### config.mk
export PLATFORM = sky130hd
export DESIGN_NAME = rst_seq
export DESIGN_NICKNAME = d
export VERILOG_FILES = /design/src/rtl/rst_seq_pkg.sv /design/src/rtl/rst_sync.sv /design/src/rtl/rst_seq.sv
export SDC_FILE = /design/constraint.sdc
export NUM_CORES = 1
export LEC_CHECK = 0
export CORE_MARGIN = 4
export CORE_UTILIZATION = 51
export CTS_BUF_LIST = sky130_fd_sc_hd__clkbuf_8
export DETAILED_ROUTE_END_ITERATION = 10
export PLACE_DENSITY = 0.78
export SKIP_CTS_REPAIR_TIMING = 1
export SLEW_MARGIN = 40
export SYNTH_ARGS = -nofsm -noshare
export SYNTH_HDL_FRONTEND = slang
export SYNTH_SLANG_ARGS = --single-unit
### constraint.sdc
create_clock -name clk -period 2.1 [get_ports clk]
set_clock_uncertainty 0.15 [all_clocks]
set_input_delay 0.315 -clock clk [delete_from_list [all_inputs] [get_ports clk]]
set_output_delay 0.315 -clock clk [all_outputs]
set_load 0.05 [all_outputs]
### src/rtl/rst_seq_pkg.sv
// Shared types, width helpers and configuration checks for the reset sequencer.
package rst_seq_pkg;

  localparam int unsigned STATE_W         = 2;
  localparam int unsigned MIN_SYNC_STAGES = 2;

  typedef enum logic [STATE_W-1:0] {
    HOLD    = 2'd0,
    RELEASE = 2'd1,
    RUN     = 2'd2,
    SW_HOLD = 2'd3
  } state_e;

  // Bits needed to hold the values 0..n-1, never less than one.
  function automatic int unsigned width_of(input int unsigned n);
    return (n <= 1) ? 1 : $clog2(n);
  endfunction

  function automatic bit cfg_legal(input int unsigned sync_stages,
                                   input int unsigned num_out,
                                   input int unsigned stage_delay,
                                   input int unsigned cnt_w);
    return (sync_stages >= MIN_SYNC_STAGES) && (num_out >= 1) &&
           (stage_delay >= 1) && (cnt_w >= 1);
  endfunction

endpackage

### src/rtl/rst_sync.sv
// Asynchronous-assert / synchronous-deassert reset synchronizer, SYNC_STAGES deep.
module rst_sync
  import rst_seq_pkg::*;
#(
  parameter int unsigned SYNC_STAGES = 2
) (
  input  logic clk,
  input  logic rstn,
  output logic srst_n
);

  if (SYNC_STAGES < MIN_SYNC_STAGES) begin : g_bad_cfg
    $error("rst_sync: SYNC_STAGES must be at least 2");
  end

  logic [SYNC_STAGES-1:0] sync_q;

  always_ff @(posedge clk or negedge rstn) begin
    if (!rstn) begin
      sync_q <= '0;
    end else begin
      sync_q <= {sync_q[SYNC_STAGES-2:0], 1'b1};
    end
  end

  assign srst_n = sync_q[SYNC_STAGES-1];

endmodule

### src/rtl/rst_seq.sv
// Staged reset sequencer: releases rst_out_n one bit per STAGE_DELAY cycles,
// then flags ready; supports a software reset and a saturating uptime counter.
//
// state   | meaning
// --------+------------------------------------------------------------
// HOLD    | waiting for the synchronized board reset to deassert
// RELEASE | counting stage intervals, releasing one output per interval
// RUN     | all outputs released, uptime counting, sw reset accepted
// SW_HOLD | software reset active, holding for STAGE_DELAY cycles
module rst_seq
  import rst_seq_pkg::*;
#(
  parameter int unsigned SYNC_STAGES = 2,
  parameter int unsigned NUM_OUT     = 3,
  parameter int unsigned STAGE_DELAY = 8,
  parameter int unsigned CNT_W       = 16
) (
  input  logic               clk,
  input  logic               rstn,
  input  logic               sw_rst_req,
  output logic [NUM_OUT-1:0] rst_out_n,
  output logic               ready,
  output logic               busy,
  output logic [CNT_W-1:0]   uptime
);

  if (!cfg_legal(SYNC_STAGES, NUM_OUT, STAGE_DELAY, CNT_W)) begin : g_bad_cfg
    $error("rst_seq: illegal parameter combination");
  end

  localparam int unsigned      DLY_W    = width_of(STAGE_DELAY);
  localparam int unsigned      IDX_W    = width_of(NUM_OUT);
  localparam logic [DLY_W-1:0] DLY_LAST = DLY_W'(STAGE_DELAY - 1);
  localparam logic [IDX_W-1:0] IDX_LAST = IDX_W'(NUM_OUT - 1);

  logic srst_n;

  rst_sync #(
    .SYNC_STAGES(SYNC_STAGES)
  ) u_rst_sync (
    .clk   (clk),
    .rstn  (rstn),
    .srst_n(srst_n)
  );

  state_e             state_q;
  logic [DLY_W-1:0]   cnt_q;
  logic [IDX_W-1:0]   idx_q;
  logic [NUM_OUT-1:0] rst_out_q;
  logic               ready_q;
  logic               busy_q;
  logic [CNT_W-1:0]   uptime_q;

  logic [DLY_W-1:0]   step_cnt;
  logic [IDX_W-1:0]   step_idx;
  logic               stage_done;
  logic               last_stage;
  logic [NUM_OUT-1:0] stage_mask;

  // The edge that leaves HOLD already counts as the first release-interval
  // cycle, so HOLD evaluates the stage step as if counter and index were zero.
  always_comb begin
    step_cnt = cnt_q;
    step_idx = idx_q;
    if (state_q == HOLD) begin
      step_cnt = '0;
      step_idx = '0;
    end
    stage_done = (step_cnt == DLY_LAST);
    last_stage = (step_idx == IDX_LAST);
    stage_mask = NUM_OUT'(1) << step_idx;
  end

  always_ff @(posedge clk or negedge rstn) begin
    if (!rstn) begin
      state_q   <= HOLD;
      cnt_q     <= '0;
      idx_q     <= '0;
      rst_out_q <= '0;
      ready_q   <= 1'b0;
      busy_q    <= 1'b1;
      uptime_q  <= '0;
    end else begin
      unique case (state_q)
        HOLD, RELEASE: begin
          if ((state_q == RELEASE) || srst_n) begin
            state_q <= RELEASE;
            if (stage_done) begin
              rst_out_q <= rst_out_q | stage_mask;
              cnt_q     <= '0;
              if (last_stage) begin
                state_q <= RUN;
                idx_q   <= '0;
                ready_q <= 1'b1;
                busy_q  <= 1'b0;
              end else begin
                idx_q <= step_idx + 1'b1;
              end
            end else begin
              cnt_q <= step_cnt + 1'b1;
              idx_q <= step_idx;
            end
          end
        end

        RUN: begin
          if (sw_rst_req) begin
            state_q   <= SW_HOLD;
            cnt_q     <= '0;
            idx_q     <= '0;
            rst_out_q <= '0;
            ready_q   <= 1'b0;
            busy_q    <= 1'b1;
            uptime_q  <= '0;
          end else if (uptime_q != '1) begin
            uptime_q <= uptime_q + 1'b1;
          end
        end

        SW_HOLD: begin
          if (cnt_q == DLY_LAST) begin
            state_q <= RELEASE;
            cnt_q   <= '0;
            idx_q   <= '0;
          end else begin
            cnt_q <= cnt_q + 1'b1;
          end
        end

        default: begin
          state_q <= HOLD;
        end
      endcase
    end
  end

  assign rst_out_n = rst_out_q;
  assign ready     = ready_q;
  assign busy      = busy_q;
  assign uptime    = uptime_q;

endmodule

Word level (Yosys, flattened, before mapping) --
Cells that the tools add are included.
Word-level totals: bits of input ports 3, output and inout port bits 21, register bits 30, logic and storage cells 70
Operators by class: bitwise gates (word level) 1, muxes and demuxes 34, reductions and logical operators 10, shifts and indexed selects 1, add/subtract/negate cells 4, eq/ne operators 12
Operators by type and width (number):
- 16-bit 2-to-1 mux | 2
- 2-bit 2-to-1 mux | 11
- 3-bit 2-to-1 mux | 7
- 16-bit by 1-bit adder with 16-bit output (second input constant) | 1
- 16-bit != test (second input constant) | 1
- 2-bit case mux with 3 select lines | 2
- 2-bit != test (second input constant) | 5
- 3-bit case mux with 3 select lines | 1
- 1-bit 2-to-1 mux | 8
- 3-bit by 1-bit adder with 3-bit output (second input constant) | 2
- 2-bit equality test (second input constant) | 3
- 3-bit equality test (second input constant) | 2
- 3-bit case mux with 2 select lines | 1
- 5-bit AND reduction | 1
- 1-bit case mux with 2 select lines | 2
- 2-bit AND reduction | 2
- 4-bit AND reduction | 1
- 2-bit nonzero test | 2
- 3-bit OR | 1
- 3-bit AND reduction | 1
- 1-bit by 2-bit << shifter with 3-bit output (first input constant) | 1
- 2-bit by 1-bit adder with 2-bit output (second input constant) | 1
- 2-bit by 1-bit equality test with 1-bit output (second input constant) | 1
- 2-bit zero test | 1
- 2 further kinds | 2

Longest topological paths before layout --
word-level depth 7, depth in mapped cells 9

Cells and area by module --
Synthesis repeated with hierarchy kept, for this count alone.
Unflattened totals: cells, all modules 179, area, all modules 1700.4 sq um
By module, submodules not included:
- rst_seq | cells each 176, seq. area each 701.9 sq um, times used 1, area an instance 1646.6 sq um
- rst_sync | cells each 3, seq. area each 50.0 sq um, times used 1, area an instance 53.8 sq um

Least setup slack after synthesis --
No wires, ideal clock.
path type register -> register, from reg uptime_q[1] (netlist: uptime[1]), to reg uptime_q[0] (netlist: uptime[0]), period minus slack after synthesis 2.141 ns, buffers on the path 1, data required time 1.825 ns, stages on the path, launching flop included 8, setup slack -0.041 ns, arrival 1.866 ns, setup time 0.125 ns, path through dfrtp_1 ha_1 nand3_2 nand4bb_1 buf_2 nor2_1 nor3_1 mux2_2
Between the ends: word-level cells in the longest chain between the ends 3
Ends and longest elaborated chain:
- from (decl) | RTL line rst_seq.sv:52 | logic [CNT_W-1:0] uptime_q;
- from (signal assigned) | RTL line rst_seq.sv:116 | uptime_q <= uptime_q + 1'b1;
- 16-bit != test | RTL line rst_seq.sv:115 | end else if (uptime_q != '1) begin
- 2-bit nonzero test (no line)
- 2-bit AND reduction (no line)
Every way passes these cells. A chain may end at the register's enable or synchronous reset.

Final worst setup path --
from reg uptime_q[14] (netlist: uptime[14]), to out uptime[14]
RTL lines:
- to (decl) | RTL line rst_seq.sv:24 | output logic [CNT_W-1:0] uptime
No word-level cell between the ends.

==> summary.txt <==
Outcome
  • Outcome: complete, no violations

Die
  • Initial Utilization: between 50% and 60%
  • Row count: 20
  • Core area: 3130 um2
  • Die height: 65.9 um
  • Ports: 24
  • Die area: 4340 um2
  • Die width: 65.9 um

Critical path
  • Crit path launch type: flip-flop
  • RR Startpoint: state_q[0]
  • R2r endpoint: busy
  • Setup crit end kind: output port
  • CP arrival: 1.54 ns
  • WP data required: between 1.5 and 2 ns
  • R2R cell count: 8
  • FF-to-FF setup slack: 0.18 ns
  • CP cell instances: clkdlybuf4s50_1
  • Slowest-stage cell, CP: clkdlybuf4s50_1
  • Critical path type: reg -> out
  • Largest stage delay on the critical path: 0.83 ns
  • Cell family with most CP delay: buffers and inverters
  • Largest fanout on the critical path: 4
  • CP bufs+invs: 1

Yosys
  • Main flop type after synthesis: dfrtp_1
  • Compound-Gate Fraction of Synth Area: 21.6%
  • XOR/XNOR Fraction of Synth Area: 0%
  • Avg Synthesized Cell Area: 9.20 um2
  • Cell taking the most area after synthesis: dfrtp_1
  • Post-Syn Instances: 186
  • Top cells by area, synth: dfrtp_1 (42%), nand2_1 (4.6%), nor2_1 (4.0%)
  • Ys Warns: 0
  • EDFF count, synth: 0
  • Synth top area share: 42.4%
  • Mux cell area share after synthesis: around 4.2%
  • Number of synthesized register bits: 30
  • Post-Synth Adder-Cell Area: under 10%
  • Yosys cell types: 48
  • Sequential share of the synthesized area: 44.0%
  • Syn Nets: 194
  • Main combinational cell family by area after synthesis: simple AND/OR/NAND/NOR gates
  • Simple-Gate Fraction of Synth Area: 23.7%
  • Share of synthesized registers carrying an async set or reset: 100%
  • Cell area after synthesis: 1710 um2

Final layout
  • Most frequent cells in the layout: dfrtp_1 (27), nand2_1 (21), buf_4 (18)
  • Layout cells sized above 1: 19.1%
  • Area grow syn2layout: 25.7%
  • Fillers: approximately 260
  • FF+latch area: 754 um2
  • Commonest non-fill, non-tap cell in the layout: dfrtp_1
  • Multi-input logic area: 921 um2
  • # nets final: 227
  • Diodes inserted: 0

CTS
  • Inserted Clock Buffers: 5
  • CTS clk-pin slew, worst paths: 0.07 ns
  • Clock Tree Root: clkbuf_8
  • Bufs on Longest Clock Path: 2
  • Sink Count: 30
  • H-tree Lvls: 2
  • CTS tree: yes
  • Clock Latency Late Sink: between 0.2 and 0.3 ns

GRT
  • Tot GR Track Use: 20.6%
  • Initial antenna violation count: 0
  • Total global routing overflow: 0
  • Pin count of the biggest net entering global routing: 31
  • Vias in the first global route: 1511
  • First-pass GRT wire length: ~6900 um

Routing
  • Post-route ant nets: 0
  • Routed len/inst: 14.8 um
  • DR pass1 iterations: 4
  • Final WL: 3910 um
  • Initial drt markers: 58
  • Drt drc: 0
  • Via count: around 1500
  • Vias per inst: 5.73

Power
  • Sequential power share: 36.1%
  • Switching power: 869 uW
  • Peak VDD IR: slightly above 0.7 mV
  • Clock network fraction of total power: roughly 24%
  • Cell Int Power: ~1.4 mW
  • Leakage: 0.889 nW
  • Combinational fraction of design power: approximately two fifths
  • Sw frac: 38.3%
  • P per Cell Area: 1060 nW/um2

Place
  • Final HPWL from detailed placement: 2760 um
  • RePlAce Congestion: 0.863
  • Port buffer count: 23

Hold path
  • Hold crit path type: reg -> reg
  • Hold Path Stages: 0
  • Hold path endpoint: u_rst_sync.sync_q[1]
  • HP Start: u_rst_sync.sync_q[0]

Timing
  • Endpoints failing hold: 0
  • Hold_ws: 0.202 ns
  • # setup viols final: 0
  • Period utilisation layout: 95.6%
  • Crit path time final: 2.01 ns
  • Slew HR: between 60% and 70%
  • Worst Tran Pin Value: 0.589 ns
  • Max frequency: 498 MHz
  • Final setup TNS: 0 ns
  • Final Max Slew Viols: 0
  • RSZ-0062 raised after global routing: false

Flow run
  • Max cap viols: 0
-- cells in the mapped netlist, types with 2 or more instances --
library cell / number
and3_1: 3
a31oi_1: 5
mux2i_1: 5
nor2b_1: 9
o21ai_1: 8
ha_1: 5
a21oi_1: 12
nand2_1: 21
and2_1: 2
nand4_1: 3
clkbuf_1: 5
buf_2: 3
nand2b_1: 2
o21a_1: 3
nor3_1: 6
inv_1: 3
nor2_1: 18
o21ai_0: 8
o22a_1: 3
a41o_1: 2
mux2_2: 2
dfrtp_1: 29
nand3_1: 3
o22ai_1: 2
-- layout make-up --
cell class,instances,area share [%]
inverter,3,0.524
multi-input combinational,145,42.8
timing repair buffer,34,13.9
tap,44,2.56
clock buffer,8,5.12
sequential,30,35.1
-- power groups by stage --
stage	Combinational [mW]	Clock [mW]	Sequential, mW
6_report	0.896	0.554	0.819
3_3_place_gp	0.871	0	0.821
3_5_place_dp	0.886	0	0.825
4_1_cts	0.904	0.565	0.818
2_1_floorplan	0.415	0	1.03
5_1_grt	0.985	0.596	0.842
-- per-stage QoR --
stage	area (um2)	power [mW]	setup WS, ns	util [%]	std cells
2_1_floorplan	1720	1.45	0.0910	-	186
3_3_place_gp	2030	1.69	0.195	64.9	256
3_5_place_dp	2030	1.71	0.195	64.9	256
4_1_cts	2140	2.29	0.0135	68.4	264
5_1_grt	2150	2.42	0.00478	68.7	264
6_report	2150	2.27	0.0921	68.7	264
-- kinds of logic (layout without fill, tap and decap cells) --
logic type               count (synthesis)  after routing
AO/OA/AOI/OAI                           55             55
AND/OR/NAND/NOR                         77             77
adder cells (fa/ha/maj)                  5              5
multiplexers                             7              7
other                                    1              1
buffers and inverters                   11             45
flip-flops                              30             30
-- how the worst max path moves through the flow --
stage / startpoint / endpoint / slack [ns] / depth (start not counted)
after CTS: uptime[9] / uptime[9] / 0.01 / 1
after global placement: uptime[0] / uptime[0] / 0.19 / 6
after floorplan: uptime[2] / uptime[0] / 0.09 / 6
after global routing: state_q[0] / busy / 0.005 / 8
after detailed placement: uptime[0] / uptime[0] / 0.20 / 6
final: uptime[14] / uptime[14] / 0.09 / 1
-- flip-flops by register name, summed over array words and instances, names as in the netlist --
register / flops
u_rst_sync.sync_q: 2
idx_q: 2
rst_out_n: 3
state_q: 2
cnt_q: 3
ready: 1
busy: 1
uptime: 16
-- routing by layer --
metal / up-vias / global-route usage (%) / part of all wire, %
li1: 741 / - / -
met1: 720 / 23.7 / 41
met2: 42 / 36.7 / 52
met3: 9 / 5.61 / 5.6
met4: 0 / 6.48 / 1.5
met5: - / 0 / 0
Power figures use the tool's default switching activity.
==> patch 1, RTL diff (same flow settings) <==
Encoding of `state_e`: now one-hot (4 bits for 4 states).
--- a/src/rtl/rst_seq_pkg.sv
+++ b/src/rtl/rst_seq_pkg.sv
@@ -6,7 +6,7 @@
 
-  typedef enum logic [STATE_W-1:0] {
-    HOLD    = 2'd0,
-    RELEASE = 2'd1,
-    RUN     = 2'd2,
-    SW_HOLD = 2'd3
+  typedef enum logic [3:0] {
+    HOLD    = 4'b0001,
+    RELEASE = 4'b0010,
+    RUN     = 4'b0100,
+    SW_HOLD = 4'b1000
   } state_e;
Formal check against the unedited RTL: same outputs for any inputs over 10 cycles, from zero or initial values and one cycle with rstn low; not proved beyond that.
==> patch 1 against the unedited design <==
- the run now ends with negative setup slack left
- core utilization is 1.9 points higher
- wire length is 24% higher
- combinational power is 4.4% lower
- power is 7.9% lower
- synthesized cell count is 2.2% higher
- final area is 20% higher
- area after synthesis is 13% higher
- non-clock buffer count is 15 higher
- clock power is 12% lower
- setup slack worse by 250 ps
- register-to-register slack worse by 340 ps
- sequential cell count is 2 higher
- critical endpoint is now idx_q[0]
==> patch 1: results (changes against the unedited design) <==
M1 WL: 2183 um (+35%)
Worst setup endpoint: idx_q[0]
Maximum fanout along the worst path: 6 (+2)
Pin count of the biggest net entering global routing: 33 (+6.5%)
Yosys top cell area share: 38.91% (-3.5 points)
VDD IR max: 0.7811 mV (+7.9%)
Clk Tree Root Cell: clkbuf_8
Worst-margin pin slew: 556.4 ps (-32.78 ps)
Status: finished, violations left
Global-route wire length before repair: 8307 um (+21%)
Nets: 242 (+6.6%)
Vias in the first global route: 1702 (+13%)
Crit start category: register
GPL Wtd Cong: 0.8499 (-1.6%)
Max reg flops: 16 (unchanged)
Initial DRC count: 164 (+180%)
Unique cell type count in the Yosys netlist: 58 (+21%)
Most frequent cells after synthesis: 30 x dfrtp_1, 13 x nor2_1, 11 x nand2_1
Post-synthesis sequential area ratio: 41.63% (-2.3 points)
DP Wirelength: 3441 um (+25%)
Synth top area cells: dfrtp_1 39%, a22o_1 4.1%, ha_1 3.2%
Post-Synth XOR/XNOR Area: 0.9079% (+0.91 points)
Complex-gate fraction of the synthesized area: 20.49% (-1.1 points)
DR WL met2: 2376 um (+18%)
Critical path's slowest cell: dfstp_2
Worst stage delay on the critical path: 540 ps (-290 ps)
DP Area: 2434 sq um (+20%)
Pre-CTS setup slack: -193.9 ps (-389.0 ps)
TritonCTS buffer count: 5 (unchanged)
CP arrival: 2290 ps (+750 ps)
Mux cell area share after synthesis: 3.826% (-0.42 points)
Crit path max-delay family: simple AND/OR/NAND/NOR gates
Wire per inst: 17.15 um (+16%)
Ys Warns: 0 (unchanged)
Via Count: 1761 (+16%)
Initial antenna violation count: 0 (unchanged)
GRT Total Usage: 21.32% (+0.74 points)
Setup-failing EPs final: 9 (+9)
Crit path kind: register to register
Failing checks: negative setup slack
Register-to-Register Setup Slack: -160 ps (-340 ps)
Worst Reg2Reg Path Length in Cells: 7 (-1)
N_diodes: 0 (unchanged)
Post-synthesis adder-cell area fraction: 3.243% (-0.42 points)
Share of cells above drive strength 1: 33.19% (+14 points)
Post-route setup slack: -160.3 ps (-252.4 ps)
P_leak: 0.001016 uW (+14%)
Worst reg2reg startpoint: state_q[0]
Psw: 743.3 uW (-15%)
Synthesized Nets: 198 (+2.1%)
Fin Hold WS: 200.5 ps (-1.998 ps)
Asr flop ratio synth: 100.0% (unchanged)
[patch 1: cell count changes after synthesis, sizes merged, moves of 6 or more]
cell / before / now
a21oi: 13 / 5
a22o: 1 / 9
nand2: 22 / 11
nor2: 19 / 13
nor2b: 9 / 2
o21ai: 16 / 9
[patch 1: cell type report]
| cell class | count | area [sq um] |
|---|---|---|
| inverter | 1 | 3.754 |
| multi-input combinational | 145 | 1185 |
| clock inverter | 3 | 23.77 |
| timing repair buffer | 49 | 422.9 |
| fill | 244 | 1076 |
| sequential | 32 | 820.8 |
| clock buffer | 5 | 68.82 |
| tap | 48 | 60.06 |
[patch 1: cells by family (layout without fill, tap and decap cells)]
logic type	count (synthesis)	count (layout)
flip-flops	32	32
AO/OA/AOI/OAI	52	52
XOR/XNOR	2	2
adder cells (fa/ha/maj)	5	5
AND/OR/NAND/NOR	78	78
other	1	1
buffers and inverters	13	58
multiplexers	7	7
[patch 1: worst register-to-register path: cells and delay by family, from the launching register on]
family                   cells  cell delay [ps]
flip-flops                   1              540
AND/OR/NAND/NOR              2              650
AO/OA/AOI/OAI                3              480
adder cells (fa/ha/maj)      2              340
[patch 1: per-stage QoR]
stage,setup TNS (ps),cells,utilization (%)
floorplan,-1699,190,-
CTS,-1237,282,69.00
finish,-1190,283,70.61
global route,-1661,283,70.61
detailed placement,-1944,274,66.47
global placement,-1266,274,66.47
[patch 1: metal layers]
metal | vias up | global-route usage (%)
met4 | 0 | 8.460
met1 | 874 | 28.15
met2 | 58 | 33.69
met5 | - | 0
met3 | 8 | 5.072
li1 | 821 | -
[patch 1: power by group through the flow]
stage | clock network (uW) | registers, uW | logic (uW)
floorplan | 0 | 808 | 530
global placement | 0 | 752 | 759
detailed placement | 0 | 756 | 796
CTS | 493 | 746 | 812
global route | 538 | 756 | 937
finish | 485 | 748 | 857
==> patch 2, RTL diff (same flow settings) <==
Made on the original files. Set the parameter `NUM_OUT` to 2 (it was 3).
--- a/src/rtl/rst_seq.sv
+++ b/src/rtl/rst_seq.sv
@@ -13,3 +13,3 @@
   parameter int unsigned SYNC_STAGES = 2,
-  parameter int unsigned NUM_OUT     = 3,
+  parameter int unsigned NUM_OUT     = 2,
   parameter int unsigned STAGE_DELAY = 8,
Interface: changed (resized rst_out_n); port bits go from 24 to 23. The function was not compared with the original's and may differ.
==> patch 2 against the unedited design <==
- clock power down 39%
- synthesized cell count is 11% lower
- area after synthesis decreased by 9.4%
- sequential cell count is 2 lower
- final area fell by 6.2%
- hold slack better by 3.8 ps
- combinational power rose by 14%
- sequential power is 2% lower
- setup slack worse by 68 ps
- wire length decreased by 5.4%
- power shrank 4.9%
- critical path type unchanged
- largest cell class unchanged
==> patch 2: results (changes against the unedited design) <==
Status: complete, no violations
Pin count of the biggest net entering global routing: 29 (-6.5%)
Vias per cell: 6.055 (+5.7%)
Inst Count DP: 231 (-9.8%)
Maximum fanout along the worst path: 6 (+2)
Final Non-Filler Cells: 237 (-10%)
Port Buffer Count: 22 (-4.3%)
Initial DRC count: 94 (+62%)
P_leak: 0.0008826 uW (-0.76%)
Worst Reg2Reg Path Length in Cells: 7 (-1)
DP Area: 1938 sq um (-4.5%)
GPL Wtd Cong: 0.8287 (-4.0%)
Worst reg2reg startpoint: uptime[0]
Synth top area cells: dfrtp_1 44%, ha_1 5.7%, a21oi_1 4.8%
Asr flop ratio synth: 100.0% (unchanged)
TritonCTS buffer count: 3 (-2)
GRT Total Usage: 19.10% (-1.5 points)
Synthesized Nets: 175 (-9.8%)
Mean area per synthesized cell: 9.388 sq um (+2.1%)
H-tree depth: 1 (-1)
DP Wirelength: 2730 um (-0.97%)
Register-to-Register Setup Slack: 60 ps (-120 ps)
Clock slew seen by the registers of the worst setup and hold paths: 100 ps (+30 ps)
Reg2reg end: uptime[7]
Post-synthesis sequential area ratio: 45.32% (+1.4 points)
Total routed wirelength: 3698 um (-5.4%)
Worst stage delay on the critical path: 800 ps (-30 ps)
Nets: 217 (-4.4%)
Worst setup endpoint: uptime[11]
Unique cell type count in the Yosys netlist: 39 (-19%)
Worst-margin pin slew: 531.3 ps (-57.90 ps)
Most frequent cells after synthesis: 27 x dfrtp_1, 18 x nand2_1, 15 x a21oi_1
Vias in the first global route: 1426 (-5.6%)
CP arrival: 1610 ps (+70 ps)
Pre-CTS setup slack: 32.67 ps (-162.4 ps)
Worst skew pair latency: 270 ps (-20 ps)
CP startpoint: uptime[11]
patch 2: cell types whose count changed in the layout (fill, tap and decap cells not counted), moves of 4 or more:
cell and change:
o21ai_1 -4, dfrtp_2 +8, nor4_1 +4, dfrtp_1 -10, nor2_1 -8, clkbuf_8 -4, buf_4 +6
patch 2: how the worst min path moves through the flow:
stage                                end  slack (ps)  cells after the start                 start
finish              u_rst_sync.sync_q[1]         210                      0  u_rst_sync.sync_q[0]
global route        u_rst_sync.sync_q[1]         220                      0  u_rst_sync.sync_q[0]
CTS                 u_rst_sync.sync_q[1]         210                      0  u_rst_sync.sync_q[0]
detailed placement  u_rst_sync.sync_q[1]         190                      0  u_rst_sync.sync_q[0]
global placement    u_rst_sync.sync_q[1]         180                      0  u_rst_sync.sync_q[0]
floorplan                       cnt_q[0]        -130                      0                  rstn
patch 2: area by class of cell:
cell class	instances	area (sq um)
Sequential cell	28	714.4
Multi-Input combinational cell	125	812.0
Inverter	6	22.52
Fill cell	214	812.0
Timing Repair Buffer	43	374.1
Tap cell	31	38.79
Clock buffer	4	55.05
patch 2: cell families after synthesis:
| group | count (synthesis) | synth area share [%] |
|---|---|---|
| simple gates | 67 | 22.21 |
| compound gates | 47 | 21.16 |
| flops | 28 | 45.32 |
| buf+inv | 12 | 3.393 |
| fa+ha+maj | 7 | 5.654 |
| mux | 3 | 2.019 |
| other cells | 1 | 0.2421 |
patch 2: routing by layer:
layer  wire length, um  global-route usage [%]
met1              1637                   25.37
met2              1827                   32.02
met3               211                   3.552
met4                22                   4.959
met5                 0                       0
patch 2: worst max-delay path, delay by kind of cell (launching register included):
family	cells	cell delay, ps
flops	1	380
buf+inv	2	950
patch 2: where the power goes:
group	total, uW	internal (uW)	switching, uW
logic	1020	416	601
clock network	336	168	169
registers	805	677	128
total	2160	1260	898
